File: config.mk
export PLATFORM = sky130hd
export DESIGN_NAME = pc_unit
export DESIGN_NICKNAME = d
export VERILOG_FILES = /design/src/rtl/pc_unit.sv
export SDC_FILE = /design/constraint.sdc
export NUM_CORES = 1
export LEC_CHECK = 0
export BUFFER_PORTS_ARGS = -buffer_cell sky130_fd_sc_hd__buf_4
export CORE_MARGIN = 1.5
export CORE_UTILIZATION = 40
export CTS_CLUSTER_DIAMETER = 30
export CTS_CLUSTER_SIZE = 14
export DETAILED_ROUTE_END_ITERATION = 8
export HOLD_SLACK_MARGIN = 0.05
export PLACE_DENSITY = 0.59
export SKIP_CTS_REPAIR_TIMING = 1
export SLEW_MARGIN = 20
export SYNTH_ARGS = -nofsm -noshare
export SYNTH_HDL_FRONTEND = slang
export SYNTH_SLANG_ARGS = --single-unit
File: constraint.sdc
create_clock -name clk -period 5.1 [get_ports clk]
set_input_delay 1.02 -clock clk [delete_from_list [all_inputs] [get_ports clk]]
set_output_delay 1.02 -clock clk [all_outputs]
set_load 0.005 [all_outputs]
File: src/rtl/pc_unit.sv
// -----------------------------------------------------------------------------
// pc_unit
// Program-counter unit at the front of the fetch stage. cur drives the
// instruction-memory address; control inputs come from decode / branch
// resolution. Supports sequential advance, absolute and relative jumps,
// call/return through a small circular return-address stack (RAS), a
// pipeline stall, and wrap/misalign signalling.
//
// Ports
//   clk      in   1         rising-edge clock
//   rst      in   1         synchronous reset, active-high
//   stall    in   1         hold PC and RAS; jmp/call/ret dropped
//   jmp      in   1         take jump this cycle
//   rel      in   1         with jmp: 1 = cur+diff, 0 = nxt
//   call     in   1         with jmp: push return address cur+STEP
//   ret      in   1         pop RAS top into cur
//   nxt      in   XLEN      absolute jump target
//   diff     in   XLEN      relative offset, two's complement
//   cur      out  XLEN      current PC (registered)
//   ras_cnt  out  CNT_W     valid RAS entries (registered)
//   ras_ovf  out  1         one-cycle pulse: push overwrote oldest entry
//   ras_unf  out  1         one-cycle pulse: ret on empty RAS
//   mis      out  1         cur not aligned to STEP (combinational)
//
// Request priority per edge: rst > stall > ret > jmp (incl. call) > sequential.
// -----------------------------------------------------------------------------
module pc_unit #(
  parameter int unsigned     XLEN      = 32,
  parameter logic [XLEN-1:0] RESET_VEC = '0,
  parameter int unsigned     STEP      = 4,
  parameter int unsigned     RAS_DEPTH = 4,
  localparam int unsigned    CNT_W     = $clog2(RAS_DEPTH + 1)
) (
  input  logic             clk,
  input  logic             rst,
  input  logic             stall,
  input  logic             jmp,
  input  logic             rel,
  input  logic             call,
  input  logic             ret,
  input  logic [XLEN-1:0]  nxt,
  input  logic [XLEN-1:0]  diff,
  output logic [XLEN-1:0]  cur,
  output logic [CNT_W-1:0] ras_cnt,
  output logic             ras_ovf,
  output logic             ras_unf,
  output logic             mis
);

  localparam int unsigned     PTR_W  = $clog2(RAS_DEPTH);
  localparam logic [XLEN-1:0] STEP_V = XLEN'(STEP);
  localparam logic [CNT_W-1:0] FULL  = CNT_W'(RAS_DEPTH);

  logic [XLEN-1:0]  cur_q, cur_d;
  logic [CNT_W-1:0] cnt_q, cnt_d;
  logic [PTR_W-1:0] top_q, top_d;
  logic             ovf_q, ovf_d;
  logic             unf_q, unf_d;
  logic             push;
  logic [XLEN-1:0]  seq_pc;

  // Storage has no reset: contents are meaningless while cnt_q is zero.
  logic [XLEN-1:0]  ras_mem_q [RAS_DEPTH];

  assign seq_pc = cur_q + STEP_V;

  always_comb begin
    cur_d = cur_q;
    cnt_d = cnt_q;
    top_d = top_q;
    ovf_d = 1'b0;
    unf_d = 1'b0;
    push  = 1'b0;
    if (stall) begin
      // Hold everything; requests are dropped and flags fall to 0.
    end else if (ret) begin
      if (cnt_q != '0) begin
        cur_d = ras_mem_q[top_q];
        top_d = top_q - PTR_W'(1);
        cnt_d = cnt_q - CNT_W'(1);
      end else begin
        cur_d = seq_pc;
        unf_d = 1'b1;
      end
    end else if (jmp) begin
      cur_d = rel ? (cur_q + diff) : nxt;
      if (call) begin
        // When full, top+1 is the oldest slot, so the push overwrites it.
        push  = 1'b1;
        top_d = top_q + PTR_W'(1);
        if (cnt_q == FULL) ovf_d = 1'b1;
        else               cnt_d = cnt_q + CNT_W'(1);
      end
    end else begin
      cur_d = seq_pc;
    end
  end

  always_ff @(posedge clk) begin
    if (rst) begin
      cur_q <= RESET_VEC;
      cnt_q <= '0;
      top_q <= '0;
      ovf_q <= 1'b0;
      unf_q <= 1'b0;
    end else begin
      cur_q <= cur_d;
      cnt_q <= cnt_d;
      top_q <= top_d;
      ovf_q <= ovf_d;
      unf_q <= unf_d;
    end
  end

  // Return address is the pre-jump cur+STEP.
  always_ff @(posedge clk) begin
    if (!rst && push) ras_mem_q[top_d] <= seq_pc;
  end

  assign cur     = cur_q;
  assign ras_cnt = cnt_q;
  assign ras_ovf = ovf_q;
  assign ras_unf = unf_q;
  assign mis     = |(cur_q & (STEP_V - XLEN'(1)));

endmodule

# After elaboration in Yosys (flattened, before gate mapping)
# Memories as Yosys holds them, arrays and structs flattened. A register that Yosys moved wholly into a read port is not among the register bits.
# Index checks and enable logic that the tools add are counted.
[totals]
ff_bits = 39
latchBits = 0
ram_bits = 128
mem_bits_ro = 0
inputBits = 71
out_inout_bits = 38
word_cells = 51
memories = 1
[classes]
n_addsub = 6
multipliers = 0
n_div = 0
magnitude_cmp = 0
eq_ne = 3
shift = 0
n_mux = 23
bitwise_logic = 4
n_reduce_logical = 9
[mem_list]
columns = ["name", "words", "word_bits", "rd", "rd_clocked_by_memory_dff", "wr", "line", "source"]
rows = [
  ["ras_mem_q", 4, 32, 1, 1, 1, "63", "logic [XLEN-1:0] ras_mem_q [RAS_DEPTH];"],
]
[op_table]
columns = ["operator", "n"]
rows = [
  ["2-to-1 mux 32 bit", 4],
  ["adder 32 x 3 -> 32 bit (second input constant)", 1],
  ["adder 32 bit", 1],
  ["2-to-1 mux 3 bit", 5],
  ["2-to-1 mux 2 bit", 6],
  ["2-to-1 mux 1 bit", 8],
  ["AND reduction 5 bit", 1],
  ["OR reduction 5 bit", 1],
  ["NOT 1 bit", 4],
  ["nonzero test 2 bit", 2],
  ["adder 3 x 1 -> 3 bit (second input constant)", 1],
  ["equality test 3 bit (second input constant)", 1],
  ["nonzero test 3 bit", 1],
  ["OR reduction 3 bit", 1],
  ["subtractor 3 x 1 -> 3 bit (second input constant)", 1],
  ["adder 2 x 1 -> 2 bit (second input constant)", 1],
  ["!= test 2 x 1 -> 1 bit (second input constant)", 1],
  ["!= test 2 bit (second input constant)", 1],
  ["OR reduction 2 bit", 1],
  ["subtractor 2 x 1 -> 2 bit (second input constant)", 1],
  ["logical AND 1 bit", 1],
  ["logical NOT 1 bit", 1],
]

# Longest topological paths before layout
# Gate-level depths: netlist (run 1).
[depth]
ltp_word = 7
mapped_depth = 10
mapped_depth_nobuf = 10

# Least setup slack after synthesis (run 1)
# Ideal clock, no wire load.
[synth_path]
path_kind = "input to register"
from = "input ret"
to = "memory ras_mem_q[0][0] (enable)"
setup_time_ns = 0.468
t_arrival_ns = 4.470
t_required_ns = 4.632
slack_ns = 0.163
cell_stages = 7
n_path_buf = 3
path_cell_list = "clkbuf_1 inv_1 nor2_1 buf_2 buf_2 nor2_1 nor3b_1"
[synth_between]
elab_chain_len = 5
elab_cells_between_ends = 7
classes_between = "6 x mux; 1 x reduce/logical"
[synth_lines]
columns = ["item", "line", "source"]
rows = [
  ["from (decl)", "40", "input logic ret,"],
  ["2-to-1 mux 1 bit", "76", "end else if (ret) begin"],
  ["2-to-1 mux 1 bit", "74", "if (stall) begin"],
  ["logical AND 1 bit", "117", "if (!rst && push) ras_mem_q[top_d] <= seq_pc;"],
  ["2-to-1 mux 1 bit", "117", ""],
  ["2-to-1 mux 1 bit (not written as such)", "117", ""],
  ["to (decl)", "63", ""],
]
# Several ways; a longest one is shown, not always the timed one.

# Final worst setup path (run 1)
[layout_path]
from = "input diff[0]"
to = "register cur_q[22] (netlist: cur[22])"
[layout_between]
elab_chain_len = 4
[layout_lines]
columns = ["item", "line", "source"]
rows = [
  ["from (decl)", "42", "input logic [XLEN-1:0] diff,"],
  ["adder 32 bit", "86", "cur_d = rel ? (cur_q + diff) : nxt;"],
  ["2-to-1 mux 32 bit", "86", ""],
  ["2-to-1 mux 32 bit", "85", "end else if (jmp) begin"],
  ["2-to-1 mux 32 bit", "76", ""],
  ["to (signal assigned)", "107", "cur_q <= cur_d;"],
  ["to (decl)", "54", "logic [XLEN-1:0] cur_q, cur_d;"],
]
# No other way between the ends.
# A chain may end at the register's enable or synchronous reset.

==> metrics, run 1 <==
via count of the first global-routing pass between 6000 and 7000; MaxCap Viol Count 0; startpoint types input port; cell taking the most area after synthesis edfxtp_1; final core occ 48.4%; Starting DRT DRC Count 544; clock-pin slew on the worst setup and hold paths 0.07 ns; number of synthesized flops with an enable pin ~130; Layout Skew 0.00917 ns; post-synthesis sequential area ratio 50.7%; grt total ovfl 0; register area 4630 um^2; DR vias/cell 5.77; status completed; Die Span Y 154 um; Seq cells post-synth 167; FF-to-FF path depth 10; PnR worst setup slack 1.85 ns; Synth async-reset ratio 0%; antenna violations before repair 0; syn nets around 900; Antenna Cells 0; Lkg Pwr around 4.1 nW; layout cell share with drive strength beyond 1 24.2%; clk_lat worst skew between 0.4 and 0.5 ns; Hold/Removal Path Class flop to flop; largest net degree at the start of global routing 48; Routed WL per cell between 20 and 25 um; Pwr Density 338 nW/um^2; Hold EP ras_ovf$_SDFF_PP0_; GRT Total Usage a little over a fifth; hold_ws 0.534 ns; Vias 6772; root buffer cell clkbuf_16; Ys Warns 0; I/O Buffers 108; antenna-violating nets left 0; Setup-failing EPs final 0; first-pass GRT wire length roughly 37 mm; Final period util a little under two thirds; Post-route DRC 0; top cells by area, synth edfxtp_1 (42%), dfxtp_1 (8.6%), mux4_2 (7.9%); WP data arrival 3.54 ns; Slew Limit Fails 0; DIE AREA about 24000 um^2; Initial Utilization 40.5%; maximum fanout along the worst path 7; Routed WL ~24 mm; hold path depth 1; nets 980; Synth top area share between 40% and 50%; setup TNS 0 ns; flop2flop setup slack 2.00 ns; kind of critical path input port to flop; CTS buffer count 17; cell row count 55; reg2reg start cur[0]$_SDFFE_PP0P_; Slew headroom 38.4%; Final Hold Viols 0; RSZ-0062 raised after global routing no; area occupied by multi-input gates 4250 um^2; clock buffer depth 2; detailed-placement wirelength estimate around 17 mm; CP required 5.40 ns; DR pass1 iterations 5; Die Width 154 um; Syn Std Cell Area 9120 um^2; fmax 0.308 GHz; maximum VDD drop approximately 0.00022 V; Post-Place Setup Slack 1.39 ns; Placer Congestion between 0.8 and 0.9; Top FF cell, synth edfxtp_1; CTS sink count ~170; Synth cell types 69; Top Ports 109; reg2reg end cur[30]$_SDFFE_PP0N_; H-Tree Depth 4; Mapped Cells a little under 800; area delta synth->final 19.4%; Hold Crit Start ras_cnt[1]$_SDFFE_PP0P_; fillcell total ~2000; syn_area_per_cell between 10 and 15 um^2; core box area 22500 um^2; fin crit period 3.25 ns; Critical Path End Type flop; Worst-Margin Slew 0.923 ns; CTS tree done
==> sequential cells by signal, indices dropped and copies added (netlist names) <==
register	flops
cur	32
ras_mem_q	128
top_q	2
ras_unf	1
ras_ovf	1
ras_cnt	3
==> worst max path at each step <==
| stage | from | endpoint | slack, ns | depth (start not counted) |
|---|---|---|---|---|
| 6_report | diff[0] | cur[22]$_SDFFE_PP0N_ | 1.85 | 11 |
| 2_1_floorplan | ret | ras_mem_q[0][0]$_DFFE_PP_ | 0.16 | 7 |
| 5_1_grt | diff[0] | cur[22]$_SDFFE_PP0N_ | 1.63 | 11 |
| 3_5_place_dp | diff[0] | cur[22]$_SDFFE_PP0N_ | 1.39 | 11 |
| 4_1_cts | diff[0] | cur[22]$_SDFFE_PP0N_ | 1.83 | 11 |
| 3_3_place_gp | diff[0] | cur[22]$_SDFFE_PP0N_ | 1.39 | 11 |
==> synth_stat cells (all sizes together), types with 7 or more instances <==
cell type	count
a211oi	11
a21o	17
a21oi	57
a221o	20
a221oi	20
a31oi	7
and3	10
buf	15
clkbuf	24
dfxtp	39
edfxtp	128
ha	32
inv	26
mux2i	8
mux4	32
nand2	55
nand3	20
nand4	8
nor2	58
nor3	19
o21a	8
o21ai	26
xnor2	33
xor2	19
==> cells by family after synthesis <==
group / after synthesis / synth area share (%)
compound gates: 206 / 15.8
xor+xnor: 52 / 5.00
fa+ha+maj: 34 / 4.83
buf+inv: 66 / 3.07
flops: 167 / 50.7
mux: 43 / 9.15
simple gates: 204 / 11.4
==> metrics by stage <==
stage	cells	area (um^2)	power, mW
2_1_floorplan	772	9120	2.07
3_3_place_gp	1141	10300	2.32
3_5_place_dp	1141	10300	2.32
4_1_cts	1173	10900	3.69
5_1_grt	1173	10900	3.82
6_report	1173	10900	3.68
==> where the power goes <==
| part | internal [mW] | switching (mW) |
|---|---|---|
| sequential | 1.52 | 0.0738 |
| clock | 0.865 | 0.517 |
| combinational | 0.317 | 0.390 |
==> layer usage <==
metal | vias to the layer above | wire [um] | GRT usage (%)
met5 | - | 0 | 0
met4 | 0 | 516 | 6.75
met3 | 33 | 1220 | 4.26
met2 | 215 | 11300 | 33.3
met1 | 3318 | 11100 | 28.4
li1 | 3206 | - | -
==> critical path: stages <==
cell	delay (ns)
buf_4	0.11
ha_1	0.25
fa_1	0.42
a21oi_1	0.22
nand4b_1	0.21
a21oi_1	0.15
o211ai_1	0.31
a31oi_2	0.28
xor2_1	0.21
a221oi_1	0.28
nor3_1	0.08
==> cell type report <==
| class | count | share of cell area (%) |
|---|---|---|
| flip-flops and latches | 167 | 42.5 |
| inverters | 27 | 0.931 |
| repair buffers | 123 | 8.48 |
| clock inverters | 14 | 1.90 |
| multi-input cells | 539 | 39.0 |
| clock buffers | 18 | 3.94 |
| well taps | 285 | 3.27 |
==> layout by cell type, fill, tap and decap left out, types with 26 or more instances in the layout <==
cell	Yosys	final
buf_4	4	123
mux4_2	32	32
edfxtp_1	128	128
nor2_1	58	55
dfxtp_1	39	38
nand2_1	54	54
ha_1	32	32
inv_1	26	26
xnor2_1	33	33
a21oi_1	57	57
Power figures use the tool's default switching activity.
==> run 2: changes to the inputs <==
--- a/config.mk
+++ b/config.mk
@@ -5,6 +5,7 @@
 export SDC_FILE = /design/constraint.sdc
 export NUM_CORES = 1
 export LEC_CHECK = 0
+export ABC_AREA = 1
 export BUFFER_PORTS_ARGS = -buffer_cell sky130_fd_sc_hd__buf_4
 export CORE_MARGIN = 1.5
 export CORE_UTILIZATION = 40
@@ -12,7 +13,7 @@
 export CTS_CLUSTER_SIZE = 14
 export DETAILED_ROUTE_END_ITERATION = 8
 export HOLD_SLACK_MARGIN = 0.05
-export PLACE_DENSITY = 0.59
+export PLACE_DENSITY = 0.58
 export SKIP_CTS_REPAIR_TIMING = 1
 export SLEW_MARGIN = 20
 export SYNTH_ARGS = -nofsm -noshare
==> constraint.sdc (replaced) <==
create_clock -name clk -period 2.8 [get_ports clk]
set_input_delay 0.56 -clock clk [delete_from_list [all_inputs] [get_ports clk]]
set_output_delay 0.56 -clock clk [all_outputs]
set_load 0.005 [all_outputs]
==> run 2 against run 1 <==
Effect of this change:
- die area up 9.7%
- largest power group unchanged
- area after synthesis rose by 9.9%
- critical path depth decreased by 1
- first-iteration DRC count grew 24%
- synthesized cell count grew 67%
- via count rose by 33%
- design area increased by 9.5%
==> metrics, run 2 <==
status completed; FF-to-FF path depth 10; Setup-failing EPs final 0; GRT Total Usage 24.5%; largest net degree at the start of global routing 49; CTS buffer count 17; Layout Cells excl Fill 1746; flop2flop setup slack ~0.41 ns; critical path's top delay family adder cells; Routed WL 31.3 mm; Power Total about 6.5 mW; Lkg Pwr 5.29 nW; maximum VDD drop 0.000436 V; fillcell total 2424; Reg with most FFs ras_mem_q; max incr delay on CP 0.44 ns; DIE AREA 26000 um^2; Routed WL per cell 17.9 um; core box area 24500 um^2; reg2reg start cur[0]$_SDFFE_PP0P_; Vias 9040; number of synthesized flops with an enable pin 128; via count of the first global-routing pass 8447; clk_lat worst skew 0.43 ns; reg2reg end cur[16]$_SDFFE_PP0N_; Synth cell types 43; kind of critical path flop to flop; Ys Warns 0; Antenna Cells 0; Final Hold Viols 0; I/O Buffers 108; Syn Std Cell Area ~10000 um^2; CTS tree done; Hold Crit Start nxt[11]; DR vias/cell 5.18; antenna violations before repair 0; DR pass1 iterations 6; critical path's slowest cell fa_1; WP buf/inv 0; commonest non-fill, non-tap cells in the layout nand2_1 (327), nor2_1 (178), inv_1 (148); syn nets 1396; Hold/Removal Path Class input port to flop; Starting DRT DRC Count between 600 and 700; count leader, synth nand2_1; fmax 0.419 GHz; post-synthesis sequential area ratio about 46%; Top FF cell, synth edfxtp_1; top cells by area, synth edfxtp_1 (38%), nand2_1 (12%), dfxtp_1 (7.8%); Top Ports 109; clock-pin slew on the worst setup and hold paths 0.07 ns; Synth top area share 38.4%; setup TNS 0 ns; hold_ws 0.451 ns; Die Span Y around 160 um; antenna-violating nets left 0; syn_area_per_cell 7.76 um^2; RSZ-0062 raised after global routing no; Placer Congestion 0.989; Largest register FFs 128; first-pass GRT wire length 48.2 mm; CTS sink count 167; root buffer cell clkbuf_16; Mapped Cells 1291; DP Cell Count 1714; hold path depth 3; H-Tree Depth 4; layout cell share with drive strength beyond 1 between 10% and 20%; Final period util 85.3%; detailed-placement wirelength estimate ~24 mm; nets 1514; critical-path cell list ha_1, fa_1, nand3_1, nand3_1, nand2_1, nand2_1, a21oi_1, nor2_1, o21ai_0, a21oi_1; startpoint types flop; Commonest cells post-synth nand2_1 (327), nor2_1 (182), inv_1 (148); cell row count 57; fin crit period roughly 2.4 ns; Die Width 161 um; Pwr Density between 500 and 600 nW/um^2; Seq cells post-synth 167; Synth async-reset ratio 0%; Hold EP cur[11]$_SDFFE_PP0N_; Layout Skew 0.0145 ns; Slew headroom roughly three fifths; grt total ovfl 0; clock buffer depth 2; Worst Setup SP cur[0]$_SDFFE_PP0P_; MaxCap Viol Count 0; CP required 3.11 ns; Worst-Margin Slew 0.619 ns; commonest non-fill, non-tap cell in the layout nand2_1; maximum fanout along the worst path 8; Initial Utilization between 40% and 50%; cell taking the most area after synthesis edfxtp_1; area delta synth->final 19.1%; Critical Path End Type flop; Slew Limit Fails 0; Post-route DRC 0; WP data arrival 2.69 ns
-- run 2: cell types whose count changed after synthesis, sizes merged, moves of 15 or more --
cell,change
nand2,+275
nor2,+129
inv,+127
o21ai,+77
nand3,+36
mux4,-32
o22ai,+22
a21oi,+21
a221o,-20
xnor2,-17
a21o,-15
-- run 2: worst reg2reg max path: cells and delay by family, from the launching register on --
family	cells	cell delay, ns
flops	1	0.39
fa+ha+maj	2	0.70
compound gates	3	0.65
simple gates	5	0.52
-- run 2: through the flow --
stage / instance area, um^2 / setup slack [ns] / utilization, %
after CTS: 11900 / 0.446 / 48.8
after detailed placement: 11400 / 0.180 / 46.5
after floorplan: 10000 / -0.464 / -
after global placement: 11400 / 0.201 / 46.5
after global routing: 11900 / 0.259 / 48.8
final: 11900 / 0.413 / 48.8
-- run 2: cells by family after synthesis --
logic type                 share of synthesized area, %
AOI/OAI and AO/OA                                  13.1
xor gates and xnor gates                           3.85
buffers and inverters                              7.59
adders and majority gates                          4.40
and+or+nand+nor                                    24.9
DFF                                                46.2
-- run 2: cell type report --
cell class / instances / area, um^2 / area share (%)
Multi-Input combinational cell: 925 / 4640 / 38.9
Sequential cell: 167 / 4630 / 38.8
Timing Repair Buffer: 145 / 1130 / 9.44
Inverter: 153 / 574 / 4.82
Clock buffer: 18 / 429 / 3.60
Tap cell: 324 / 405 / 3.40
Clock inverter: 14 / 124 / 1.04
-- run 2: power breakdown --
group | switching, mW | internal, mW | leakage [nW] | total, mW
logic | 0.895 | 0.501 | 3.54 | 1.40
registers | 0.0870 | 2.75 | 1.48 | 2.83
clock network | 1.00 | 1.23 | 0.271 | 2.24
-- run 2: worst max-delay path by stage --
stage / slack, ns / end / cells past startpoint
2_1_floorplan: -0.46 / ras_mem_q[2][0]$_DFFE_PP_ / 8
3_3_place_gp: 0.20 / cur[16]$_SDFFE_PP0N_ / 11
3_5_place_dp: 0.18 / cur[16]$_SDFFE_PP0N_ / 11
4_1_cts: 0.45 / cur[16]$_SDFFE_PP0N_ / 10
5_1_grt: 0.26 / ras_mem_q[3][18]$_DFFE_PP_ / 8
6_report: 0.41 / cur[16]$_SDFFE_PP0N_ / 10
-- run 2: layer usage --
layer	vias to the layer above	track usage, %	part of all wire, %
met2	324	38.2	45
met4	0	7.74	2.3
met3	43	2.93	6.7
met1	4160	35.4	46
met5	-	0	0
li1	4513	-	-
==> run 3: changes to the inputs <==
--- a/config.mk
+++ b/config.mk
@@ -9,6 +9,7 @@
 export BUFFER_PORTS_ARGS = -buffer_cell sky130_fd_sc_hd__buf_4
 export CORE_MARGIN = 1.5
 export CORE_UTILIZATION = 40
+export CTS_BUF_LIST = sky130_fd_sc_hd__clkbuf_8
 export CTS_CLUSTER_DIAMETER = 30
 export CTS_CLUSTER_SIZE = 14
 export DETAILED_ROUTE_END_ITERATION = 8
==> run 3 against run 2 <==
Effect of this change:
- non-clock buffer count unchanged
- clock skew up 0.0026 ns
- final cell count unchanged
- sequential share of layout area up 0.63 points
- worst setup slack worse by 0.038 ns
- combinational power about the same
==> metrics, run 3 (synthesis gave the netlist of run 2 again) <==
Lkg Pwr 5.21 nW; clk_lat worst skew 0.45 ns; commonest non-fill, non-tap cell in the layout nand2_1; antenna violations before repair 0; Worst-Margin Slew 0.597 ns; GRT Total Usage 24.3%; status completed; detailed-placement wirelength estimate 23.7 mm; maximum VDD drop 0.000278 V; Initial Utilization 40.9%; Starting DRT DRC Count 698; root buffer cell clkbuf_8; CTS tree done; CTS sink count 167; Post-Place Setup Slack 0.180 ns; Setup-failing EPs final 0; Pwr Density about 500 nW/um^2; Die Span Y ~160 um; Antenna Cells 0; RSZ-0062 raised after global routing no; Die Width 161 um; Slew headroom 59.9%; fin crit period 2.42 ns; reg2reg start cur[0]$_SDFFE_PP0P_; Layout Skew 0.0171 ns; largest net degree at the start of global routing 49; Post-route DRC 0; Final Cell Area 11700 um^2; Worst Setup SP cur[0]$_SDFFE_PP0P_; clock-pin slew on the worst setup and hold paths 0.10 ns; maximum fanout along the worst path 8; WP data arrival 2.76 ns; DR pass1 iterations 8; clock buffer depth 2; Largest register FFs 128; Hold/Removal Path Class input port to flop; core box area 24500 um^2; DR vias/cell between 5 and 6; fmax 0.412 GHz; kind of critical path flop to flop; final core occ 48.0%; grt total ovfl 0; PnR worst setup slack approximately 0.38 ns; critical path's slowest cell fa_1; Top Ports ~110; area delta synth->final 17.1%; first-pass GRT wire length 48.0 mm; nets about 1500; Hold Crit Start nxt[11]; CP required 3.14 ns; commonest non-fill, non-tap cells in the layout nand2_1 (327), nor2_1 (178), inv_1 (149); max incr delay on CP about 0.44 ns; placed cell areas 11400 um^2; Final period util 86.6%; cell row count 57; critical-path cell list ha_1, fa_1, nand3_1, nand3_1, nand2_1, nand2_1, a21oi_1, nor2_1, o21ai_0, a21oi_1; CTS buffer count 17; MaxCap Viol Count 0; Reg with most FFs ras_mem_q; I/O Buffers 108; DIE AREA 26000 um^2; layout cell share with drive strength beyond 1 14.1%; H-Tree Depth 4; Placer Congestion just under 1; Slew Limit Fails 0; Vias 9127; via count of the first global-routing pass 8477; Final Hold Viols 0; antenna-violating nets left 0; Routed WL 31.3 mm; Routed WL per cell 17.9 um; startpoint types flop; Critical Path End Type flop
==> run 3: area by class of cell <==
cell class              count  area, um^2
flip-flops and latches    167        4630
clock buffers              17         234
repair buffers            145        1130
clock inverters            15         128
fillers                  2448       12700
inverters                 153         574
multi-input cells         925        4640
well taps                 324         405
==> run 3: where the power goes <==
part	switching, mW	internal, mW
Clock	0.926	0.708
Combinational	0.894	0.501
Sequential	0.0883	2.74
==> run 3: metrics by stage <==
stage          setup TNS, ns  std cells  hold WS, ns  power (mW)
2_1_floorplan         -55.13       1291        0.469        3.72
3_3_place_gp               0       1714        0.481        4.26
3_5_place_dp               0       1714        0.496        4.26
4_1_cts                    0       1746        0.398        5.87
5_1_grt                    0       1746        0.416        6.13
6_report                   0       1746        0.425        5.86
==> run 3: worst paths after layout <==
path                                                end  slack, ns  cells past startpoint
worst max-delay path               cur[16]$_SDFFE_PP0N_       0.38                     10
worst min-delay path               cur[11]$_SDFFE_PP0N_       0.43                      3
worst max register to register     cur[16]$_SDFFE_PP0N_       0.38                     10
worst min register to register  ras_cnt[0]$_SDFFE_PP0P_       0.51                      1
==> run 3: per-layer routing <==
metal | share of wire [%] | global-route usage (%)
met3 | 6.2 | 2.39
met5 | 0 | 0
met2 | 45 | 38.5
met1 | 47 | 35.2
met4 | 2.3 | 7.32
==> run 3: critical path: cells and delay by family, from the launching register on <==
kind / cells / cell delay [ns]
DFF: 1 / 0.41
and+or+nand+nor: 5 / 0.53
adders and majority gates: 2 / 0.70
AOI/OAI and AO/OA: 3 / 0.65
